## src/rtl/control_pkg.sv

```systemverilog
// Shared decode types for the MIPS main control unit.
// Holds opcode/ALUOp constants and the packed control-signal bundle.
// No logic; imported by the decoder and the registered top.
package control_pkg;

    localparam logic [5:0] OP_RTYPE = 6'b000000;
    localparam logic [5:0] OP_LW    = 6'b100011;
    localparam logic [5:0] OP_SW    = 6'b101011;
    localparam logic [5:0] OP_BEQ   = 6'b000100;
    localparam logic [5:0] OP_BNE   = 6'b000101;
    localparam logic [5:0] OP_J     = 6'b000010;

    localparam logic [1:0] ALUOP_ADD   = 2'b00;
    localparam logic [1:0] ALUOP_SUB   = 2'b01;
    localparam logic [1:0] ALUOP_FUNCT = 2'b10;

    typedef struct packed {
        logic       reg_dst;
        logic       alu_src;
        logic       mem_to_reg;
        logic       reg_write;
        logic       mem_read;
        logic       mem_write;
        logic       branch_e;
        logic       branch_ne;
        logic       jump;
        logic [1:0] alu_op;
    } ctrl_t;

endpackage

```

## src/rtl/control_decode.sv

```systemverilog
// Opcode to control-signal decoder.
// Latency: purely combinational.
// Backpressure: none; output follows the opcode input directly.
module control_decode
    import control_pkg::*;
(
    input  logic [5:0] opcode,
    output ctrl_t      ctrl,
    output logic       illegal_op
);

    always_comb begin
        ctrl       = '0;
        illegal_op = 1'b0;
        case (opcode)
            OP_RTYPE: begin
                ctrl.reg_dst   = 1'b1;
                ctrl.reg_write = 1'b1;
                ctrl.alu_op    = ALUOP_FUNCT;
            end
            OP_LW: begin
                ctrl.alu_src    = 1'b1;
                ctrl.mem_to_reg = 1'b1;
                ctrl.reg_write  = 1'b1;
                ctrl.mem_read   = 1'b1;
                ctrl.alu_op     = ALUOP_ADD;
            end
            OP_SW: begin
                ctrl.alu_src   = 1'b1;
                ctrl.mem_write = 1'b1;
                ctrl.alu_op    = ALUOP_ADD;
            end
            OP_BEQ: begin
                ctrl.branch_e = 1'b1;
                ctrl.alu_op   = ALUOP_SUB;
            end
            OP_BNE: begin
                ctrl.branch_ne = 1'b1;
                ctrl.alu_op    = ALUOP_SUB;
            end
            OP_J: begin
                ctrl.jump   = 1'b1;
                ctrl.alu_op = ALUOP_ADD;
            end
            // Unsupported opcodes decode as a NOP so the datapath stays inert.
            default: illegal_op = 1'b1;
        endcase
    end

endmodule

```

## src/rtl/control_unit.sv

```systemverilog
// Registered MIPS main control: decodes the opcode and captures it on clk.
// Latency: 1 cycle from opcode to outputs; async reset clears outputs to 0.
// Backpressure: none; a new opcode may be presented every cycle.
module control_unit
    import control_pkg::*;
(
    input  logic       clk,
    input  logic       rst_n,
    input  logic [5:0] instruction,
    output logic       RegDst,
    output logic       ALUSrc,
    output logic       MemtoReg,
    output logic       RegWrite,
    output logic       MemRead,
    output logic       MemWrite,
    output logic       BranchE,
    output logic       BranchNE,
    output logic       Jump,
    output logic [1:0] ALUOp,
    output logic       illegal_op
);

    ctrl_t ctrl_d;
    ctrl_t ctrl_q;
    logic  illegal_d;
    logic  illegal_q;

    control_decode u_decode (
        .opcode     (instruction),
        .ctrl       (ctrl_d),
        .illegal_op (illegal_d)
    );

    always_ff @(posedge clk or negedge rst_n) begin
        if (!rst_n) begin
            ctrl_q    <= '0;
            illegal_q <= 1'b0;
        end else begin
            ctrl_q    <= ctrl_d;
            illegal_q <= illegal_d;
        end
    end

    assign RegDst     = ctrl_q.reg_dst;
    assign ALUSrc     = ctrl_q.alu_src;
    assign MemtoReg   = ctrl_q.mem_to_reg;
    assign RegWrite   = ctrl_q.reg_write;
    assign MemRead    = ctrl_q.mem_read;
    assign MemWrite   = ctrl_q.mem_write;
    assign BranchE    = ctrl_q.branch_e;
    assign BranchNE   = ctrl_q.branch_ne;
    assign Jump       = ctrl_q.jump;
    assign ALUOp      = ctrl_q.alu_op;
    assign illegal_op = illegal_q;

endmodule

```

## config.mk

```make
export PLATFORM = sky130hd
export DESIGN_NAME = control_unit
export DESIGN_NICKNAME = d
export VERILOG_FILES = /design/src/rtl/control_pkg.sv /design/src/rtl/control_decode.sv /design/src/rtl/control_unit.sv
export SDC_FILE = /design/constraint.sdc
export NUM_CORES = 1
export LEC_CHECK = 0
export ABC_AREA = 1
export CAP_MARGIN = 40
export CORE_AREA = 2 2 39 41
export DETAILED_ROUTE_END_ITERATION = 8
export DIE_AREA = 0 0 41 43
export GPL_ROUTABILITY_DRIVEN = 0
export MAX_ROUTING_LAYER = met4
export PLACE_DENSITY = 0.62
export SYNTH_ARGS = -nofsm -noshare
export SYNTH_HDL_FRONTEND = slang
export SYNTH_SLANG_ARGS = --single-unit
```

## constraint.sdc

```tcl
create_clock -name clk -period 0.9 [get_ports clk]
set_input_delay 0.09 -clock clk [delete_from_list [all_inputs] [get_ports clk]]
set_output_delay 0.09 -clock clk [all_outputs]
set_load 0.05 [all_outputs]
```

==> impl_results.md <==
* Syn. warnings at 0
* Critical path's largest stage delay at 0.44 ns
* Util after Layout at 56.8%
* FF+latch area at 277 um^2
* Synthesized area per cell at 10.0 um^2
* Gr usage total at 11.2%
* Vias in the first global route at 314
* Die H at 43 um
* Clock buffer count from CTS at 3
* Ant. Diodes at 0
* Final Hold Viols at 0
* Yosys reg bits at 11
* Final Cycle Share at 105%
* Avg WL per Cell at 9.27 um
* Placement Rows at 14
* Mapped cell area at 422 um^2
* Total Die Area at 1760 um^2
* Worst Setup End Kind: output pin
* Fraction of final layout cells sized beyond drive strength 1 at 33.3%
* Setup ws final at -0.0405 ns
* Synth-to-layout area growth at 86.4%
* Min-delay worst type: in2async
* Vias per Instance at 4.12
* Initial Util at 30.5%
* Design Power at 0.966 mW
* Hold_ws at 0.125 ns
* Syn_nets at 50
* CTS tree: done
* Bufs and invs on worst path at 1
* Commonest non-fill, non-tap cells in the layout: 12 x buf_12, 11 x inv_1, 10 x dfrtp_1
* RSZ-0062 raised after global routing: true
* First-pass GRT wire length at 1240 um
* Crit-path cells: buf_12
* Clk root buf: clkbuf_4
* Largest net degree at the start of global routing at 12
* Slowest cell on crit path: dfrtp_2
* Grt ovf at 0
* Post-route DRC at 0
* Seq pwr share at 52.6%
* Final Setup Violations at 3
* Most common cell after layout, fill and taps aside: buf_12
* H-tree levels at 1
* Power Density at 1230 nW/um^2
* Critical path arrival at 0.85 ns
* Drt pass-1 iters at 3
* DR iter-0 viols at 4
* Psw at 0.223 mW
* Port Buffers at 19
* Slew margin rel. at 85.9%
* Delay-heaviest family, CP: flip-flops
* Comb pwr share at 15.0%
* Worst-path clk slew at 0.06 ns
* Design Area, Final at 786 um^2
* Clock share of power at 32.4%
* Failing checks: negative setup slack
* Multi-input gate area at 97.6 um^2
* Leakage power at 0.435 nW
* WL final at 760 um
* Peak VDD IR at 590 uV
* Worst path required time at 0.81 ns
* Period minus WS final at 0.941 ns
* Post-Synthesis Cells at 42
* Final ANT Viol Nets at 0
* Register area share after synthesis at 65.3%
* Die X at 41 um
* Final HPWL from detailed placement at 630 um
* Core footprint at 1380 um^2
* Crit Path Class: reg2out
* Number of placed I/O pins at 20
* Max-cap viol count at 0
* Initial antenna violation count at 0
* Max FO, Critical Path at 2
* Worst-Margin Slew at 0.210 ns
* Max Clock Freq at 1.06 GHz
* Slew Limit Fails at 0
* CTS Sinks at 11
* Final nets at 75
* Status: finished with violations
* Sw Ratio at 23.1%
* Internal power at 0.743 mW
* Netlist cell types at 10
* Setup slack at placement at -0.278 ns
* Fillcell total at 124
* Worst setup SP type: flop
* Dpl cell area at 753 um^2
* Clock buffer depth at 2
* DR vias at 338
## final timing paths
| path | startpoint | end | slack [ns] | cells after the start |
|---|---|---|---|---|
| max in group asynchronous | rst_n | MemRead | 0.62 | 2 |
| min in group clk | instruction[0] | BranchE | 0.23 | 2 |
| hold / removal | rst_n | illegal_op | 0.12 | 2 |
| setup / recovery | MemRead | MemtoReg | -0.04 | 1 |
## logic make-up (layout without fill, tap and decap cells)
group | after synthesis | after routing | synth area share [%]
buf+inv | 12 | 36 | 11.6
flops | 11 | 11 | 65.3
simple gates | 19 | 19 | 23.1
## state kept, by name, summed over array words and instances, names as in the netlist
name	count
BranchNE	1
RegWrite	1
illegal_op	1
RegDst	1
BranchE	1
Jump	1
MemWrite	1
ALUOp	2
ALUSrc	1
MemRead	1
## power by group through the flow
stage	Combinational (mW)	Clock [mW]	Sequential, mW
2_1_floorplan	0.0276	0	0.541
3_3_place_gp	0.141	0	0.518
3_5_place_dp	0.143	0	0.518
4_1_cts	0.143	0.323	0.509
5_1_grt	0.156	0.356	0.508
6_report	0.145	0.313	0.509
## cells in the mapped netlist
library cell,count,share of area (%)
nor2_2,2,3.0
dfrtp_1,11,65
buf_4,1,1.8
nand3_1,3,3.6
nand4_1,1,1.5
nand3_2,2,4.7
nor4_1,1,1.5
nand2_1,3,2.7
inv_1,11,9.8
nor2_1,7,6.2
## per-stage QoR
step,cells,TNS [ns]
2_1_floorplan,42,0
3_3_place_gp,77,-1.62
3_5_place_dp,77,-1.89
4_1_cts,81,-0.132
5_1_grt,82,-0.409
6_report,82,-0.0958
## repair_timing
action	CTS	global route
pin swaps	0	2
hold endpoints to repair	0	0
setup endpoints to repair	10	15
hold buffers	0	0
setup buffers	0	1
resized for setup	1	0
## cell type report
cell class | instances | share of cell area (%)
multi-input combinational | 19 | 12.4
tap | 16 | 2.55
timing repair buffer | 21 | 41.2
clock buffer | 4 | 3.34
inverter | 11 | 5.25
sequential | 11 | 35.2
## routing by layer
metal / share of wire (%) / GRT usage [%] / wire [um]
met4: 1.8 / 8.00 / 14
met1: 37 / 13.2 / 278
met5: 0 / - / 0
met3: 10 / 3.66 / 79
met2: 51 / 15.3 / 386
Power figures use the tool's default switching activity.
